`src/rtl/masked_sbox_pkg.sv`:
```
// Shared types and defaults for the masked S-box sequencer.
package masked_sbox_pkg;

  localparam int NBYTES_DEF   = 16;
  localparam int SBOX_LAT_DEF = 2;
  localparam int RAND_W_DEF   = 8;

  typedef enum logic [1:0] {
    IDLE  = 2'd0,
    ISSUE = 2'd1,
    DRAIN = 2'd2,
    DONE  = 2'd3
  } seq_state_e;

  // One extra bit so a counter can hold NBYTES itself without wrapping.
  function automatic int idx_w(input int nbytes);
    return $clog2(nbytes) + 1;
  endfunction

endpackage

```
`src/rtl/masked_sbox_valid_pipe.sv`:
```
// Shift register carrying issue-valid tags alongside the S-box pipeline.
// Synchronous active-low clear drops any tags still in flight.
module masked_sbox_valid_pipe #(
  parameter int DEPTH = 2
) (
  input  logic clk,
  input  logic clr_n,
  input  logic din,
  output logic tail
);

  logic [DEPTH-1:0] pipe_q;

  generate
    if (DEPTH == 1) begin : g_single
      always_ff @(posedge clk) begin
        if (!clr_n) pipe_q <= '0;
        else        pipe_q <= din;
      end
    end else begin : g_multi
      always_ff @(posedge clk) begin
        if (!clr_n) pipe_q <= '0;
        else        pipe_q <= {pipe_q[DEPTH-2:0], din};
      end
    end
  endgenerate

  assign tail = pipe_q[DEPTH-1];

endmodule

```
`src/rtl/masked_sbox_seq.sv`:
```
// Streams a two-share state one byte per cycle through the masked S-box
// pipeline and collects the shared results. Define MASKED_SBOX_SEQ_ZEROIZE_EN
// to wipe buffer bytes once they are no longer needed.
//
// state | meaning
// IDLE  | waiting for start, buffers hold last contents
// ISSUE | one byte per cycle when a fresh random word is offered
// DRAIN | all bytes issued, waiting for the pipeline to empty
// DONE  | result valid, waiting for consumer handshake
module masked_sbox_seq
  import masked_sbox_pkg::*;
#(
  parameter int NBYTES   = NBYTES_DEF,
  parameter int SBOX_LAT = SBOX_LAT_DEF,
  parameter int RAND_W   = RAND_W_DEF
) (
  input  logic                  clk,
  input  logic                  rst_n,
  input  logic                  start,
  input  logic [8*NBYTES-1:0]   state_in_sh0,
  input  logic [8*NBYTES-1:0]   state_in_sh1,
  output logic                  busy,
  output logic                  out_valid,
  input  logic                  out_ready,
  output logic [8*NBYTES-1:0]   state_out_sh0,
  output logic [8*NBYTES-1:0]   state_out_sh1,
  input  logic [RAND_W-1:0]     rnd_data,
  input  logic                  rnd_valid,
  output logic                  rnd_ready,
  output logic [7:0]            sbox_in_sh0,
  output logic [7:0]            sbox_in_sh1,
  output logic [RAND_W-1:0]     sbox_rnd,
  input  logic [7:0]            sbox_out_sh0,
  input  logic [7:0]            sbox_out_sh1
);

  localparam int IW = idx_w(NBYTES);
  localparam int AW = (NBYTES > 1) ? $clog2(NBYTES) : 1;

  seq_state_e state_q, state_d;
  logic [IW-1:0] issue_idx_q, collect_idx_q;
  logic [7:0] in_sh0_q  [NBYTES];
  logic [7:0] in_sh1_q  [NBYTES];
  logic [7:0] out_sh0_q [NBYTES];
  logic [7:0] out_sh1_q [NBYTES];

  logic issue_fire, vp_tail, start_fire, handshake;

  assign issue_fire = (state_q == ISSUE) && rnd_valid;
  assign start_fire = (state_q == IDLE) && start;
  assign handshake  = (state_q == DONE) && out_ready;
  assign busy       = (state_q != IDLE);
  assign out_valid  = (state_q == DONE);

  masked_sbox_valid_pipe #(.DEPTH(SBOX_LAT)) u_valid_pipe (
    .clk   (clk),
    .clr_n (rst_n),
    .din   (issue_fire),
    .tail  (vp_tail)
  );

  // Shares are muxed independently; nothing here ever combines them.
  always_comb begin
    sbox_in_sh0 = '0;
    sbox_in_sh1 = '0;
    sbox_rnd    = '0;
    rnd_ready   = 1'b0;
    if (issue_fire) begin
      sbox_in_sh0 = in_sh0_q[issue_idx_q[AW-1:0]];
      sbox_in_sh1 = in_sh1_q[issue_idx_q[AW-1:0]];
      sbox_rnd    = rnd_data;
      rnd_ready   = 1'b1;
    end
  end

  always_comb begin
    state_d = state_q;
    case (state_q)
      IDLE:    if (start) state_d = ISSUE;
      ISSUE:   if (issue_fire && (issue_idx_q == IW'(NBYTES - 1))) state_d = DRAIN;
      DRAIN:   if (collect_idx_q == IW'(NBYTES)) state_d = DONE;
      DONE:    if (out_ready) state_d = IDLE;
      default: state_d = IDLE;
    endcase
  end

  always_ff @(posedge clk) begin
    if (!rst_n) begin
      state_q       <= IDLE;
      issue_idx_q   <= '0;
      collect_idx_q <= '0;
      for (int i = 0; i < NBYTES; i++) begin
        in_sh0_q[i]  <= '0;
        in_sh1_q[i]  <= '0;
        out_sh0_q[i] <= '0;
        out_sh1_q[i] <= '0;
      end
    end else begin
      state_q <= state_d;

      if (start_fire) begin
        issue_idx_q   <= '0;
        collect_idx_q <= '0;
        for (int i = 0; i < NBYTES; i++) begin
          in_sh0_q[i] <= state_in_sh0[8*i +: 8];
          in_sh1_q[i] <= state_in_sh1[8*i +: 8];
        end
      end

      if (issue_fire) begin
        issue_idx_q <= issue_idx_q + 1'b1;
`ifdef MASKED_SBOX_SEQ_ZEROIZE_EN
        in_sh0_q[issue_idx_q[AW-1:0]] <= '0;
        in_sh1_q[issue_idx_q[AW-1:0]] <= '0;
`endif
      end

      if (vp_tail) begin
        out_sh0_q[collect_idx_q[AW-1:0]] <= sbox_out_sh0;
        out_sh1_q[collect_idx_q[AW-1:0]] <= sbox_out_sh1;
        collect_idx_q <= collect_idx_q + 1'b1;
      end

`ifdef MASKED_SBOX_SEQ_ZEROIZE_EN
      if (handshake) begin
        for (int i = 0; i < NBYTES; i++) begin
          out_sh0_q[i] <= '0;
          out_sh1_q[i] <= '0;
        end
      end
`endif
    end
  end

  generate
    for (genvar g = 0; g < NBYTES; g++) begin : g_out
      assign state_out_sh0[8*g +: 8] = out_sh0_q[g];
      assign state_out_sh1[8*g +: 8] = out_sh1_q[g];
    end
  endgenerate

endmodule

```
`config.mk`:
```
export PLATFORM = sky130hd
export DESIGN_NAME = masked_sbox_seq
export DESIGN_NICKNAME = d
export VERILOG_FILES = /design/src/rtl/masked_sbox_pkg.sv /design/src/rtl/masked_sbox_valid_pipe.sv /design/src/rtl/masked_sbox_seq.sv
export SDC_FILE = /design/constraint.sdc
export NUM_CORES = 1
export LEC_CHECK = 0
export ABC_AREA = 0
export BUFFER_PORTS_ARGS = -buffer_cell sky130_fd_sc_hd__buf_2
export CAP_MARGIN = 30
export CORE_AREA = 2 2 218 220
export CTS_CLUSTER_DIAMETER = 100
export CTS_CLUSTER_SIZE = 10
export DETAILED_ROUTE_END_ITERATION = 8
export DIE_AREA = 0 0 220 222
export GPL_ROUTABILITY_DRIVEN = 0
export PLACE_DENSITY = 0.8
export SLEW_MARGIN = 20
export SYNTH_ARGS = -nofsm -noshare
export SYNTH_HDL_FRONTEND = slang
export SYNTH_SLANG_ARGS = --single-unit
```
`constraint.sdc`:
```
create_clock -name clk -period 8.85 [get_ports clk]
set_input_delay 1.77 -clock clk [delete_from_list [all_inputs] [get_ports clk]]
set_output_delay 1.77 -clock clk [all_outputs]
set_load 0.02 [all_outputs]
```
==> qor.yml, run 1 <==
vias: 14560
synth.most_common_cell: "and2_1"
ys_seq_area_share_pct: 71.34
syn_area_per_cell_um2: 15.52
finalWorstSetupSlack_ns: 3.362
drive_gt1_share_pct: 35.30
netlist_instances: 1421
max_freq_mhz: 182.2
max_cap_violations: 0
hold_depth: 1
tritoncts: "done"
clock_latency_ns: 0.62
grt_use_total_pct: 26.69
hold_path.class: "reg -> reg"
synth_area_leader_cell: "edfxtp_1"
post_cts_buffers: 0
cts_resized: 0
synth_area_leaders: "edfxtp_1, and2_1, mux4_2"
switching_share_pct: 25.48
ys_types: 42
seqPwrFrac_pct: 51.6
grt_max_degree: 136
cts-root-buf: "clkbuf_16"
powerDensity_nw_per_um2: 230.8
drt_drc_violations_left: 0
synthArstFlopShare_pct: 0
die-area_um2: 48840
die_x_um: 220
dp_cells: 2522
dpl-instance-area_um2: 25390
wl_mm: 66.57
fin_util_pct: 58.86
cts_sinks: 530
core_um2: 46260
die_height_um: 222
period_needed_ns: 5.488
drtIter0Drc: 1505
slew_headroom_pct: 34.09
skew_ns: 0.04231
rsz0062_at_grt: "false"
fin_crit_sh_pct: 62.01
hold_buffers: 0
critPathRequiredTime_ns: 7.08
wl_per_cell_um: 25.10
slew_viol_final: 0
cts-buffers-inserted: 58
syn_to_final_growth_pct: 23.44
yosysTopAreaCellShare_pct: 69.71
worstSetupEndpointType: "output pin"
slowest_stage: "dfxtp_4"
finalSetupTns_ns: 0
power_frac_clock_pct: 34.9
initial_core_util_pct: 47.68
cts_buffer_depth: 3
portBuffers: 567
yosys-top-cells-count: "and2_1, edfxtp_1, clkbuf_1"
worstMarginPinSlew_ns: 0.9849
grt_pass1_wl_mm: 95.22
num_rows: 79
routed_via_density: 5.492
max_stage_delay_ns: 0.83
hold_viol: 0
dp_hpwl_mm: 46.25
reg2reg_depth: 7
setup_viol: 0
critical_path_arrival_ns: 3.72
synth_edf_count: 512
crit_fanout: 42
clkTransAtPathRegs_ns: 0.05
start_kind: "flip-flop"
ant_nets: 0
status: "completed"
grt_antenna_before_repair: 24
overflow: 0
h-tree-depth: 2
crit_type: "reg -> out"
synth_nets: 1716
grt_pass1_vias: 14910
fin_nets: 2276
fillers: 3526
pwr-share-comb_pct: 13.5
cp_cell_sequence: "buf_4 -> mux4_2 -> mux2i_1 -> o22ai_1 -> buf_2"
final_cell_area_um2: 27230
pin_count: 568
synth_ff_type: "edfxtp_1"
total_power_mw: 6.284
leakage_nw: 11.17
p_sw_mw: 1.601
dr.pass1.iters: 5
instances_no_fill: 2652
p_int_mw: 4.683
synth_area_um2: 22060
holdWs_ns: 0.4485
ys_seq_elements: 530
vdd_drop_max_mv: 0.1881
pre_cts_ws_ns: 3.513
ys.warnings.count: 0
-- cells by family (layout without fill, tap and decap cells) --
family                   Yosys count  in the layout  share of synthesized area [%]
multiplexers                      87             87                          6.785
buffers and inverters            102            701                          2.093
AO/OA/AOI/OAI                     65             65                          2.042
flip-flops                       530            530                          71.34
adder cells (fa/ha/maj)           10             10                         0.5673
AND/OR/NAND/NOR                  627            627                          17.17
other                              0             25                              0
-- final timing paths --
check | startpoint | endpoint | slack, ns
setup reg to reg | state_q[0]$_SDFFE_PN0P_ | in_sh1_q[10][7]$_SDFFCE_PN0P_ | 5.35
setup / recovery | flip-flop | sbox_in_sh0[6] | 3.36
hold reg to reg | u_valid_pipe.pipe_q[0]$_SDFF_PN0_ | u_valid_pipe.pipe_q[1]$_SDFF_PN0_ | 0.45
hold / removal | u_valid_pipe.pipe_q[0]$_SDFF_PN0_ | u_valid_pipe.pipe_q[1]$_SDFF_PN0_ | 0.45
-- sequential cells by signal, indices dropped and copies added, names as in the netlist, named ones only --
signal	count
collect_idx_q	5
in_sh0_q	128
in_sh1_q	128
issue_idx_q	5
out_sh0_q	128
out_sh1_q	128
state_q	2
u_valid_pipe.pipe_q	2
-- metal layers --
metal / share of wire, % / GRT usage (%)
met5: 0.018 / 0
met4: 4.4 / 12.04
met3: 12 / 8.368
met2: 48 / 43.00
met1: 36 / 32.94
-- cell type report --
class / instances / area (um2) / area share (%)
diodes: 25 / 62.56 / 0.2298
inverters: 10 / 37.54 / 0.1379
flip-flops and latches: 530 / 15740 / 57.81
well taps: 607 / 759.5 / 2.790
clock buffers: 97 / 1619 / 5.947
repair buffers: 592 / 3080 / 11.31
multi-input cells: 789 / 5877 / 21.59
clock inverters: 2 / 50.05 / 0.1838
-- power groups by stage --
stage | registers, mW | logic [mW] | clock network, mW
floorplan | 3.35 | 0.475 | 0
global placement | 3.27 | 0.802 | 0
detailed placement | 3.29 | 0.820 | 0
CTS | 3.25 | 0.825 | 2.21
global route | 3.27 | 0.901 | 2.31
finish | 3.24 | 0.848 | 2.20
-- worst max-delay path: cells and delay by family (launching register included) --
kind                   cells  cell delay, ns
buffers and inverters      2            1.00
flip-flops                 1            0.83
multiplexers               2            1.03
AO/OA/AOI/OAI              1            0.22
-- cell usage in the layout (no fill, tap or decap), drive strengths merged, types with 7 or more instances in the layout --
cell / netlist / routed
clkbuf: 69 / 97
edfxtp: 512 / 512
inv: 10 / 11
dfxtp: 18 / 18
mux2i: 37 / 37
and2: 516 / 516
nand4: 9 / 9
nand3: 8 / 8
nor2: 23 / 23
diode: 0 / 25
a32oi: 8 / 8
nand2b: 7 / 7
ha: 10 / 10
a21oi: 10 / 10
and3: 13 / 13
buf: 23 / 592
nand2: 37 / 37
o211ai: 8 / 8
mux4: 50 / 50
o21ai: 13 / 13
(Power assumes the default switching activity.)
==> run 2: changes to the inputs <==
--- a/config.mk
+++ b/config.mk
@@ -8,13 +8,13 @@
 export ABC_AREA = 0
 export BUFFER_PORTS_ARGS = -buffer_cell sky130_fd_sc_hd__buf_2
 export CAP_MARGIN = 30
-export CORE_AREA = 2 2 218 220
+export CORE_AREA = 2 2 220 222
 export CTS_CLUSTER_DIAMETER = 100
 export CTS_CLUSTER_SIZE = 10
 export DETAILED_ROUTE_END_ITERATION = 8
-export DIE_AREA = 0 0 220 222
+export DIE_AREA = 0 0 222 224
 export GPL_ROUTABILITY_DRIVEN = 0
-export PLACE_DENSITY = 0.8
+export PLACE_DENSITY = 0.76
 export SLEW_MARGIN = 20
 export SYNTH_ARGS = -nofsm -noshare
 export SYNTH_HDL_FRONTEND = slang
==> constraint.sdc (replaced) <==
create_clock -name clk -period 5.7 [get_ports clk]
set_input_delay 1.14 -clock clk [delete_from_list [all_inputs] [get_ports clk]]
set_output_delay 1.14 -clock clk [all_outputs]
set_load 0.02 [all_outputs]
==> qor.yml, run 2 (same netlist as run 1, synthesis figures left out) <==
die_x_um: 222
rsz0062_at_grt: "false"
total_power_mw: 9.663
die-area_um2: 49730
drive_gt1_share_pct: 35.56
finalSetupTns_ns: 0
grt_pass1_vias: 14440
skew_ns: 0.03037
crit_type: "reg -> out"
layout.cells.most_common_list: "buf_2, and2_1, edfxtp_1, clkbuf_16, mux4_2"
hold_buffers: 0
slew_headroom_pct: 38.28
pwr-share-comb_pct: 13.0
die_height_um: 224
grt_use_total_pct: 26.25
drtIter0Drc: 1448
fillers: 3663
initial_core_util_pct: 46.59
cts_buffer_depth: 3
status: "completed"
critical_path_arrival_ns: 3.17
slew_viol_final: 0
rr_startpoint: "state_q[0]$_SDFFE_PN0P_"
clock_latency_ns: 0.62
dr.pass1.iters: 5
portBuffers: 567
min_from: "u_valid_pipe.pipe_q[0]$_SDFF_PN0_"
ant_nets: 0
use_met1_pct: 33.64
worstMarginPinSlew_ns: 0.9258
grt_use_met2_pct: 41.16
routed_via_density: 5.453
drt_drc_violations_left: 0
rrSetupSlack_ns: 2.88
critPathRequiredTime_ns: 4.56
crit_fanout: 47
h-tree-depth: 2
switching_share_pct: 25.20
cts-buffers-inserted: 58
grt_most_used_layer: "met2"
max_stage_delay_ns: 0.93
final_common_cell: "buf_2"
syn_to_final_growth_pct: 23.24
setup_viol: 0
p_sw_mw: 2.435
cts_sinks: 530
clkTransAtPathRegs_ns: 0.06
worstSetupEndpointType: "output pin"
grt_max_degree: 116
cts_resized: 0
power_frac_clock_pct: 34.5
final_cell_area_um2: 27180
fin_crit_sh_pct: 75.68
p_int_mw: 7.228
vdd_drop_max_mv: 0.2765
core_um2: 47350
tritoncts: "done"
slowest_stage: "dfxtp_4"
num_rows: 80
met3_usage_pct: 8.578
seqPwrFrac_pct: 52.4
overflow: 0
cp_cell_sequence: "buf_4 -> mux4_2 -> a32oi_1 -> o211ai_1 -> buf_2"
vias: 14450
hold_viol: 0
hold_path.class: "reg -> reg"
grt_antenna_before_repair: 29
max_cap_violations: 0
reg2reg_to: "in_sh1_q[3][2]$_SDFFCE_PN0P_"
hold_depth: 1
fin_nets: 2278
start_kind: "flip-flop"
powerDensity_nw_per_um2: 355.5
period_needed_ns: 4.314
max_freq_mhz: 231.8
pin_count: 568
wl_per_cell_um: 24.96
grt_pass1_wl_mm: 95.37
dp_hpwl_mm: 47.73
dpl-instance-area_um2: 25460
post_cts_buffers: 0
leakage_nw: 11.16
cts-root-buf: "clkbuf_16"
wl_mm: 66.15
worstHoldEndpoint: "u_valid_pipe.pipe_q[1]$_SDFF_PN0_"
reg2reg_depth: 5
[run 2: power groups by stage]
stage               Combinational (mW)  Clock, mW  Sequential (mW)
floorplan                        0.739          0             5.15
global placement                  1.22          0             5.15
detailed placement                1.25          0             5.14
CTS                               1.26       3.38             5.07
global route                      1.35       3.51             5.11
finish                            1.26       3.33             5.07
[run 2: worst max path at each step]
| stage | slack, ns | start | cells past startpoint | endpoint |
|---|---|---|---|---|
| after floorplan | 0.34 | rst_n | 4 | in_sh0_q[0][0]$_SDFFCE_PN0P_ |
| after global routing | 1.18 | flip-flop | 5 | sbox_in_sh0[7] |
| after global placement | 1.70 | rnd_valid | 6 | sbox_in_sh1[6] |
| after detailed placement | 1.69 | rnd_valid | 5 | sbox_in_sh1[6] |
| final | 1.39 | flip-flop | 5 | sbox_in_sh0[7] |
| after CTS | 1.33 | flip-flop | 5 | sbox_in_sh0[7] |
[run 2: stage by stage]
step | util (%) | setup slack, ns | std cells | hold slack [ns]
2_1_floorplan | - | 0.3366 | 1421 | 0.4119
3_3_place_gp | 53.76 | 1.699 | 2532 | 0.4313
3_5_place_dp | 53.78 | 1.693 | 2533 | 0.4281
4_1_cts | 57.19 | 1.326 | 2618 | 0.4524
5_1_grt | 57.35 | 1.185 | 2639 | 0.4744
6_report | 57.41 | 1.386 | 2650 | 0.4484
[run 2: worst max-delay path: cells and delay by family, from the launching register on]
family	cells	cell delay [ns]
muxes	1	0.59
AOI/OAI and AO/OA	2	0.31
buffers and inverters	2	0.71
DFF	1	0.93
[run 2: final cells by class]
| class | count | area [um2] | area share [%] |
|---|---|---|---|
| flip-flops and latches | 530 | 15740 | 57.91 |
| multi-input cells | 789 | 5883 | 21.64 |
| repair buffers | 594 | 3068 | 11.29 |
| clock buffers | 83 | 1567 | 5.763 |
| well taps | 615 | 769.5 | 2.831 |
| diodes | 27 | 67.56 | 0.2486 |
| clock inverters | 2 | 50.05 | 0.1841 |
| inverters | 10 | 37.54 | 0.1381 |
[run 2: routing by layer]
layer	up-vias	wire (um)
li1	6266	-
met1	7161	24410
met2	849	30910
met3	160	7900
met4	14	2840
met5	-	89
